<file path="src/rtl/arb_pkg.sv">
// Shared types and default widths for the IF/DM memory arbiter.
package arb_pkg;

  localparam int ADDR_W_DEF     = 8;
  localparam int DATA_W_DEF     = 32;
  localparam int STARVE_MAX_DEF = 4;

  typedef enum logic [1:0] {
    IDLE,
    ACCESS,
    RESP
  } arb_state_t;

  typedef enum logic {
    REQ_IF,
    REQ_DM
  } requester_t;

  // Saturating 16-bit increment used by the optional statistics counters.
  function automatic logic [15:0] sat_inc(input logic [15:0] v);
    return (v == 16'hFFFF) ? v : v + 16'd1;
  endfunction

endpackage

</file>
<file path="src/rtl/arb_starve_counter.sv">
// Counts consecutive DM grants while IF waits; force_if asserts once STARVE_MAX is reached.
module arb_starve_counter #(
  parameter int STARVE_MAX = 4
) (
  input  logic clk,
  input  logic clr,
  input  logic if_req,
  input  logic if_grant,
  input  logic dm_grant,
  output logic force_if
);

  localparam int CNT_W = $clog2(STARVE_MAX + 1);
  localparam logic [CNT_W-1:0] CNT_MAX = CNT_W'(STARVE_MAX);

  logic [CNT_W-1:0] cnt_reg;
  logic [CNT_W-1:0] cnt_next;

  always_comb begin
    cnt_next = cnt_reg;
    if (if_grant || !if_req) begin
      cnt_next = '0;
    end else if (dm_grant && (cnt_reg != CNT_MAX)) begin
      cnt_next = cnt_reg + 1'b1;
    end
  end

  always_ff @(posedge clk or posedge clr) begin
    if (clr) begin
      cnt_reg <= '0;
    end else begin
      cnt_reg <= cnt_next;
    end
  end

  assign force_if = (cnt_reg == CNT_MAX);

endmodule

</file>
<file path="src/rtl/memory_arbiter.sv">
// Arbitrates one single-port synchronous memory between instruction fetch and data requesters.
// Optional statistics counters are enabled by defining ARB_STATS_EN.
module memory_arbiter
  import arb_pkg::*;
#(
  parameter int ADDR_W     = ADDR_W_DEF,
  parameter int DATA_W     = DATA_W_DEF,
  parameter int STARVE_MAX = STARVE_MAX_DEF
) (
  input  logic              clk,
  input  logic              clr,
  input  logic              if_req,
  input  logic [ADDR_W-1:0] if_addr,
  output logic [DATA_W-1:0] if_rdata,
  output logic              if_ack,
  input  logic              dm_req,
  input  logic              dm_wen,
  input  logic [ADDR_W-1:0] dm_addr,
  input  logic [DATA_W-1:0] dm_wdata,
  output logic [DATA_W-1:0] dm_rdata,
  output logic              dm_ack,
  output logic              mem_en,
  output logic              mem_wen,
  output logic [ADDR_W-1:0] mem_addr,
  output logic [DATA_W-1:0] mem_wdata,
  input  logic [DATA_W-1:0] mem_rdata,
  output logic              stall
`ifdef ARB_STATS_EN
  ,
  output logic [15:0]       stat_if_grants,
  output logic [15:0]       stat_dm_grants,
  output logic [15:0]       stat_conflicts
`endif
);

  arb_state_t        state_reg, state_next;
  requester_t        winner_reg, winner_next;
  logic              mem_en_reg, mem_en_next;
  logic              mem_wen_reg, mem_wen_next;
  logic [ADDR_W-1:0] mem_addr_reg, mem_addr_next;
  logic [DATA_W-1:0] mem_wdata_reg, mem_wdata_next;
  logic              if_ack_reg, if_ack_next;
  logic              dm_ack_reg, dm_ack_next;
  logic [DATA_W-1:0] if_rdata_reg, if_rdata_next;
  logic [DATA_W-1:0] dm_rdata_reg, dm_rdata_next;
  logic              grant_if;
  logic              grant_dm;
  logic              force_if;

  arb_starve_counter #(
    .STARVE_MAX(STARVE_MAX)
  ) u_starve (
    .clk     (clk),
    .clr     (clr),
    .if_req  (if_req),
    .if_grant(grant_if),
    .dm_grant(grant_dm),
    .force_if(force_if)
  );

  always_comb begin
    state_next     = state_reg;
    winner_next    = winner_reg;
    mem_en_next    = 1'b0;
    mem_wen_next   = 1'b0;
    mem_addr_next  = mem_addr_reg;
    mem_wdata_next = mem_wdata_reg;
    if_ack_next    = 1'b0;
    dm_ack_next    = 1'b0;
    if_rdata_next  = if_rdata_reg;
    dm_rdata_next  = dm_rdata_reg;
    grant_if       = 1'b0;
    grant_dm       = 1'b0;

    case (state_reg)
      IDLE: begin
        // DM normally wins; a starved IF takes the next conflict.
        if (dm_req && !(if_req && force_if)) begin
          grant_dm = 1'b1;
        end else if (if_req) begin
          grant_if = 1'b1;
        end

        if (grant_dm) begin
          winner_next    = REQ_DM;
          mem_en_next    = 1'b1;
          mem_wen_next   = dm_wen;
          mem_addr_next  = dm_addr;
          mem_wdata_next = dm_wdata;
          state_next     = ACCESS;
        end else if (grant_if) begin
          winner_next    = REQ_IF;
          mem_en_next    = 1'b1;
          mem_addr_next  = if_addr;
          state_next     = ACCESS;
        end
      end

      ACCESS: begin
        state_next = RESP;
      end

      RESP: begin
        if (winner_reg == REQ_DM) begin
          dm_rdata_next = mem_rdata;
          dm_ack_next   = 1'b1;
        end else begin
          if_rdata_next = mem_rdata;
          if_ack_next   = 1'b1;
        end
        state_next = IDLE;
      end

      default: begin
        state_next = IDLE;
      end
    endcase
  end

  always_ff @(posedge clk or posedge clr) begin
    if (clr) begin
      state_reg     <= IDLE;
      winner_reg    <= REQ_IF;
      mem_en_reg    <= 1'b0;
      mem_wen_reg   <= 1'b0;
      mem_addr_reg  <= '0;
      mem_wdata_reg <= '0;
      if_ack_reg    <= 1'b0;
      dm_ack_reg    <= 1'b0;
      if_rdata_reg  <= '0;
      dm_rdata_reg  <= '0;
    end else begin
      state_reg     <= state_next;
      winner_reg    <= winner_next;
      mem_en_reg    <= mem_en_next;
      mem_wen_reg   <= mem_wen_next;
      mem_addr_reg  <= mem_addr_next;
      mem_wdata_reg <= mem_wdata_next;
      if_ack_reg    <= if_ack_next;
      dm_ack_reg    <= dm_ack_next;
      if_rdata_reg  <= if_rdata_next;
      dm_rdata_reg  <= dm_rdata_next;
    end
  end

  assign mem_en    = mem_en_reg;
  assign mem_wen   = mem_wen_reg;
  assign mem_addr  = mem_addr_reg;
  assign mem_wdata = mem_wdata_reg;
  assign if_ack    = if_ack_reg;
  assign dm_ack    = dm_ack_reg;
  assign if_rdata  = if_rdata_reg;
  assign dm_rdata  = dm_rdata_reg;

  // A requester is not stalled in the cycle its ack is presented.
  assign stall = (if_req && !if_ack_reg) || (dm_req && !dm_ack_reg);

`ifdef ARB_STATS_EN
  logic [2:0]  stat_inc;
  logic [15:0] stat_val [3];

  assign stat_inc = {(state_reg == IDLE) && if_req && dm_req, grant_dm, grant_if};

  genvar gi;
  for (gi = 0; gi < 3; gi++) begin : g_stat
    logic [15:0] cnt_reg;

    always_ff @(posedge clk or posedge clr) begin
      if (clr) begin
        cnt_reg <= '0;
      end else if (stat_inc[gi]) begin
        cnt_reg <= sat_inc(cnt_reg);
      end
    end

    assign stat_val[gi] = cnt_reg;
  end

  assign stat_if_grants = stat_val[0];
  assign stat_dm_grants = stat_val[1];
  assign stat_conflicts = stat_val[2];
`endif

endmodule

</file>
<file path="config.mk">
export PLATFORM = sky130hd
export DESIGN_NAME = memory_arbiter
export DESIGN_NICKNAME = d
export VERILOG_FILES = /design/src/rtl/arb_pkg.sv /design/src/rtl/arb_starve_counter.sv /design/src/rtl/memory_arbiter.sv
export SDC_FILE = /design/constraint.sdc
export NUM_CORES = 1
export LEC_CHECK = 0
export ABC_CLOCK_PERIOD_IN_PS = 5800
export CAP_MARGIN = 30
export CORE_UTILIZATION = 35
export CTS_CLUSTER_SIZE = 25
export DETAILED_ROUTE_END_ITERATION = 10
export PLACE_DENSITY_LB_ADDON = 0.08
export SLEW_MARGIN = 5
export SYNTH_ARGS = -nofsm -noshare
export SYNTH_HDL_FRONTEND = slang
export SYNTH_HIERARCHICAL = 1
export SYNTH_SLANG_ARGS = --single-unit
</file>
<file path="constraint.sdc">
create_clock -name clk -period 5.8 [get_ports clk]
set_clock_uncertainty 0.2 [all_clocks]
set_input_delay 1.16 -clock clk [delete_from_list [all_inputs] [get_ports clk]]
set_output_delay 1.16 -clock clk [all_outputs]
set_load 0.03 [all_outputs]
</file>
**Word level (Yosys, flattened, before mapping)**

Index checks and enable logic that the tools add are counted.

- Bits of input ports: 85
- Output and inout port bits: 109
- Register bits after elaboration: 114

- $add $sub $neg: 1
- Mux-type cells: 25
- Reductions and logical operators: 18
- Bitwise operators: 1
- Equal/unequal tests: 5

Operators by type and width:

| operator | count |
|---|---|
| $mux 1 | 18 |
| $mux 8 | 2 |
| $reduce_and 2->1 | 4 |
| $mux 3 | 2 |
| $ne 3x3->1 const B | 2 |
| $logic_and 1x1->1 | 5 |
| $logic_not 1->1 | 4 |
| $mux 2 | 2 |
| $pmux 2 s2 | 1 |
| $reduce_bool 2->1 | 2 |
| $add 3x1->3 const B | 1 |
| $eq 3x3->1 const B | 1 |
| $eq 2x1->1 const B | 1 |
| $eq 2x2->1 const B | 1 |
| $logic_not 2->1 | 1 |
| $logic_or 1x1->1 | 2 |
| $not 1->1 | 1 |

**Longest topological paths before layout**

Gate-level depths: netlist of the first run.

- Depth in word-level cells: 10
- Mapped depth: 9

**Cells and area by module**

The synthesis of the first run kept the hierarchy.

By module, submodules not included:

| module | area each (um2) | cells an instance | times used |
|---|---|---|---|
| memory_arbiter | 4235.3 | 251 | 1 |
| arb_starve_counter | 206.4 | 19 | 1 |

**Worst setup path before layout of the first run**

No wires, ideal clock.

- Kind: input to output
- From: input port if_req
- To: output port stall
- Path buffers: 0
- Stages on the path: 2
- Path slack: 2.733 ns
- Arrival: 1.707 ns
- Path through: inv_1 o22ai_1

- Word-level cells in the longest chain between the ends: 2

Ends and longest elaborated chain:

| item | line | source |
|---|---|---|
| from (decl) | memory_arbiter.sv:12 | `input logic if_req,` |
| $logic_and 1x1->1 | memory_arbiter.sv:156 | `assign stall = (if_req && !if_ack_reg) \|\| (dm_req && !dm_ack_reg);` |
| $logic_or 1x1->1 | memory_arbiter.sv:156 |  |
| to (decl) | memory_arbiter.sv:27 | `output logic stall` |

No other way between the ends.

**Worst setup path after layout of the first run**

Ends and elaborated chain as after synthesis.

==> flow_summary.toml, run 1 <==
[global_routing]
first_global_vias = 3272
grt_first_pass_wirelength_um = 16800
met3_usage_pct = 8.79
grt_use_met1_pct = 19.2
grt_max_degree = 63
grt_antenna_before_repair = 0
top_usage_layer = "met2"
grt_use_met2_pct = 28.0
overflow = 0
grtUsageTotal_pct = 17.3

[floorplanning]
core_sq_um = 12200
die_x_um = 115
rows = 40
die_area_sq_um = 13100
start_util_pct = 36.4
io_pins = 194
die_h_um = 115

[yosys]
synth_area_leader_cell = "dfrtp_1"
syn-cell-area_sq_um = 4440
synth_commonest_cells = "dfrtp_1, mux2_2, inv_1"
postSynthAreaPerCell_sq_um = 16.5
synth-seq-cells = 114
synth_cells = 270
yosys-top-cells-area = "dfrtp_1, mux2_2, buf_6, buf_2, mux2_1"
synth_edf_count = 0
synth_nets = 357
synthMostInstantiatedCell = "dfrtp_1"
synthArstFlopShare_pct = 100
synth_top_area_share_pct = 64.2
synth_flop_cell = "dfrtp_1"
synth_warnings = 6
ys_seq_area_share_pct = 64.2
ys_types = 24

[placement]
pre_cts_slack_ns = 1.72
io_buffers = 193
gp_congestion = 0.686
dp_hpwl_um = 7340

[critical_path]
critPathRequiredTime_ns = 4.44
criticalPathCategory = "input pin to primary output"
critPathArrivalTime_ns = 2.72
timing.rr.end = "mem_wdata[7]"
endpoint_kind = "primary output"
startpoint_type = "input pin"
crit_chain = "clkdlybuf4s50_1, inv_1, o22ai_1, clkdlybuf4s50_1"
crit_fanout = 8
slowest_stage = "clkdlybuf4s50_1"
path_common_cell = "clkdlybuf4s50_1"
regToRegSetupSlack_ns = 3.11
r2r-start = "u_starve/cnt_reg[0]"
slowest_delay_ns = 0.69
worst_r2r_path_depth = 7

[power_and_ir_drop]
irDropWorstVdd_uv = 361
power_density_nw_per_um2 = 663
p_leak_nw = 2.98

[drt]
dr.pass1.iters = 4
drt_iter0_markers = 68
wire_per_inst_um = 15.8
drt-vias-per-instance = 4.53
drc_errors = 0
wirelength_um = 10400
final_antenna_net_count = 0
num_vias = 2976

[clock_tree]
clkLatencyLatePin_ns = 0.40
cts_made_buffers = 17
cts_num_sinks = 114
ctsResizeCount = 0
clock-root-buffer = "clkbuf_16"
clkTransAtPathRegs_ns = 0.05
post-cts-setup-buffers = 0
cts_buffer_depth = 2
h-tree-depth = 4
cts_tree = "done"
holdBufCountCts = 0

[timing]
min_period_ns = 4.08
report.final.slew_viol_count = 0
hold_viol = 0
finalWorstSetupSlack_ns = 1.72
setup_tns_ns = 0
rsz0062_at_grt = "no"
finalSetupViolCount = 0
max-slew-margin-rel_pct = 64.6
worstMarginPinSlew_ns = 0.529
period_share_pct = 70.4
clock.fmax_mhz = 245

[cells_and_area]
fin_nets = 564
syn_to_final_growth_pct = 61.0
n_antenna_cell = 0
drive_gt1_share_pct = 29.9

[min_path]
min_to = "mem_wdata[24]"
min_from = "mem_wdata[24]"
hold_class = "flop to flop"
min_path_cells = 1

[run_status]
status = "finished, final reports clean"

[job]
cap_violations = 0
## metrics by stage
step	cell area [sq um]	total power [mW]	utilization (%)	std cells	hold slack [ns]
2_1_floorplan	4440	2.77	-	270	0.309
3_3_place_gp	6550	3.72	53.6	625	0.270
3_5_place_dp	6580	3.77	53.9	626	0.278
4_1_cts	7150	4.81	58.6	657	0.289
5_1_grt	7150	4.99	58.6	657	0.298
6_report	7150	4.74	58.6	657	0.288
## power by group
| group | leakage, nW | switching [mW] | internal [mW] |
|---|---|---|---|
| Clock | 0.284 | 0.335 | 0.672 |
| Sequential | 1.35 | 0.210 | 1.20 |
| Combinational | 1.35 | 1.22 | 1.10 |
## kinds of logic (layout without fill, tap and decap cells)
logic type               Yosys count  count (layout)  share of synthesized area, %
buffers and inverters             19             238                          2.48
adder cells (fa/ha/maj)            2               2                         0.563
multiplexers                     114             114                          28.8
AO/OA/AOI/OAI                      7               7                          1.15
AND/OR/NAND/NOR                   14              14                          2.73
flip-flops                       114             114                          64.2
## layout by cell type (no fill, tap or decap), drive strengths merged
cell type and instances:
clkbuf 26, dfrtp 114, buf 6, and2 2
nor2 1, a21boi 3, nor3 1, nand3b 4
bufinv 2, and3 1, or3b 1, clkdlybuf4s50 193
nor2b 1, a21oi 1, nor3b 1, o22ai 1
inv 8, ha 2, and4b 1, clkinv 3
a21bo 1, nor4b 1, o21bai 1, mux2i 2
mux2 112
## worst max path at each step
stage / endpoint / depth (start not counted) / start / slack, ns
6_report: stall / 4 / if_req / 1.72
3_5_place_dp: stall / 4 / if_req / 1.72
4_1_cts: stall / 4 / if_req / 1.72
2_1_floorplan: dm_ack / 1 / clr / 1.51
5_1_grt: stall / 4 / if_req / 1.58
3_3_place_gp: stall / 4 / if_req / 1.74
## per-layer routing
metal  part of all wire [%]  vias up
li1                       -     1368
met1                     39     1487
met2                     50      107
met3                    9.6       14
met4                    1.3        0
met5                      0        -
## worst max-delay path: cells and delay by family
family                 cells  cell delay (ns)
AO/OA/AOI/OAI              1             0.17
buffers and inverters      3             1.39
## final cells by class
class                      count  area [sq um]
clock buffer                  26           499
clock inverter                 5          75.1
fill                        1025          5060
inverter                       8          32.5
multi-input combinational    137          1490
sequential                   114          2850
tap                          168           210
timing repair buffer         199          2000
Note: power is estimated with default switching activity, not from simulation.
==> run 2: changes to the inputs <==
--- a/config.mk
+++ b/config.mk
@@ -5,7 +5,7 @@
 export SDC_FILE = /design/constraint.sdc
 export NUM_CORES = 1
 export LEC_CHECK = 0
-export ABC_CLOCK_PERIOD_IN_PS = 5800
+export ABC_CLOCK_PERIOD_IN_PS = 3550
 export CAP_MARGIN = 30
 export CORE_UTILIZATION = 35
 export CTS_CLUSTER_SIZE = 25
==> constraint.sdc (replaced) <==
create_clock -name clk -period 3.55 [get_ports clk]
set_clock_uncertainty 0.2 [all_clocks]
set_input_delay 0.71 -clock clk [delete_from_list [all_inputs] [get_ports clk]]
set_output_delay 0.71 -clock clk [all_outputs]
set_load 0.03 [all_outputs]
==> run 2 against run 1 <==
Total power increased by 65%; hold slack worse by 0.0079 ns; register-to-register slack worse by 1.9 ns; critical path depth unchanged; critical path type unchanged; critical endpoint unchanged; largest cell class unchanged; largest power group unchanged; highest routed layer unchanged.
==> flow_summary.toml, run 2 (same netlist as run 1, synthesis figures left out) <==
[run_status]
status = "finished, final reports clean"

[drt]
wirelength_um = 10300
num_vias = 2962
dr.pass1.iters = 4
drc_errors = 0
drt-vias-per-instance = 4.50
wire_per_inst_um = 15.7
final_antenna_net_count = 0
drt_iter0_markers = 66

[clock_tree]
clkLatencyLatePin_ns = 0.40
cts_tree = "done"
clkTransAtPathRegs_ns = 0.05
cts_buffer_depth = 2
h-tree-depth = 4
cts_num_sinks = 114
clock-root-buffer = "clkbuf_16"
post-cts-setup-buffers = 0
ctsResizeCount = 0
holdBufCountCts = 0
cts_made_buffers = 17

[cells_and_area]
final_common_cell = "clkdlybuf4s50_1"
n_antenna_cell = 0
multi_input_area_sq_um = 1490
stdcell_area_sq_um = 7190
most-common-layout-cells = "clkdlybuf4s50_1, dfrtp_1, mux2_2"
fin_nets = 565
drive_gt1_share_pct = 30.0
final.fill_count = 1020
seqCellArea_sq_um = 2850
syn_to_final_growth_pct = 61.8

[timing]
finalSetupViolCount = 0
worstMarginPinSlew_ns = 0.691
rsz0062_at_grt = "no"
hold_slack_ns = 0.280
max-slew-margin-rel_pct = 53.8
setup_tns_ns = 0
period_share_pct = 90.5
min_period_ns = 3.21
hold_viol = 0
report.final.slew_viol_count = 0
finalWorstSetupSlack_ns = 0.338
clock.fmax_mhz = 311

[placement]
dp_hpwl_um = 7250
placed_area_sq_um = 6580
io_buffers = 193
gp_congestion = 0.666
pre_cts_slack_ns = 0.335

[critical_path]
critPathArrivalTime_ns = 2.30
crit_family = "buffers and inverters"
worst-path-stages = 4
criticalPathCategory = "input pin to primary output"
critPathBufInv = 3
endpoint_kind = "primary output"
critPathRequiredTime_ns = 2.64
slowest_delay_ns = 0.69
crit_chain = "clkdlybuf4s50_1, inv_1, o22ai_1, clkdlybuf4s50_1"
slowest_stage = "clkdlybuf4s50_1"
path_common_cell = "clkdlybuf4s50_1"
crit_fanout = 8
startpoint_type = "input pin"
worst_r2r_path_depth = 7

[global_routing]
grt_first_pass_wirelength_um = 16100
grt_use_met1_pct = 17.9
first_global_vias = 3227
met3_usage_pct = 8.10
grt_max_degree = 61
grt_antenna_before_repair = 0
grt_use_met2_pct = 27.3
grtUsageTotal_pct = 16.6
top_usage_layer = "met2"
overflow = 0

[power_and_ir_drop]
irDropWorstVdd_uv = 534
p_leak_nw = 3.00
power_density_nw_per_um2 = 1090
finalPower_mw = 7.83

[floorplanning]
die_area_sq_um = 13100
rows = 40
io_pins = 194
start_util_pct = 36.4
die_h_um = 115
core_sq_um = 12200
die_x_um = 115

[min_path]
min_path_cells = 1
hold_class = "flop to flop"

[job]
cap_violations = 0
## run 2: changes by cell type in the layout (fill, tap and decap cells not counted), sizes merged
cell,before,now
clkinv,3,1
buf,6,7
bufinv,2,3
clkbuf,26,27
clkinvlp,0,1
inv,8,7
## run 2: power breakdown
group | switching, mW | internal [mW] | total, mW
clock | 0.539 | 1.19 | 1.73
sequential | 0.337 | 1.96 | 2.29
combinational | 2.00 | 1.81 | 3.81
## run 2: worst register-to-register path, cell delays in order, from the launching register on
cell and delay, ns:
dfrtp_1 0.38, inv_1 0.06, ha_1 0.21, and2_1 0.16
a21bo_2 0.28, nor3_4 0.15, buf_4 0.36, mux2_2 0.40
## run 2: worst paths after layout
check | from | endpoint | slack (ns)
max | if_req | stall | 0.34
min | mem_wdata[1] | mem_wdata[1] | 0.28
max reg2reg | u_starve/cnt_reg[0] | mem_wdata[16] | 1.25
min reg2reg | mem_wdata[1] | mem_wdata[1] | 0.28
max in group asynchronous | clr | if_rdata[17] | 1.82
min in group asynchronous | clr | u_starve/cnt_reg[1] | 0.37
## run 2: area by class of cell
cell class / count / area share (%)
multi-input combinational: 137 / 20.7
sequential: 114 / 39.7
inverter: 8 / 0.470
tap: 168 / 2.92
clock buffer: 27 / 7.14
clock inverter: 4 / 1.32
timing repair buffer: 200 / 27.8
## run 2: through the flow
stage               utilization (%)  std cells
floorplan                         -        270
global placement               53.9        627
global route                   58.9        658
CTS                            58.9        658
finish                         58.9        658
detailed placement             53.9        627
## run 2: layer usage
| metal | routed length, um | vias to the layer above |
|---|---|---|
| met1 | 4160 | 1464 |
| met4 | 138 | 0 |
| met2 | 5060 | 119 |
| met3 | 988 | 10 |
| li1 | - | 1369 |
| met5 | 0 | - |
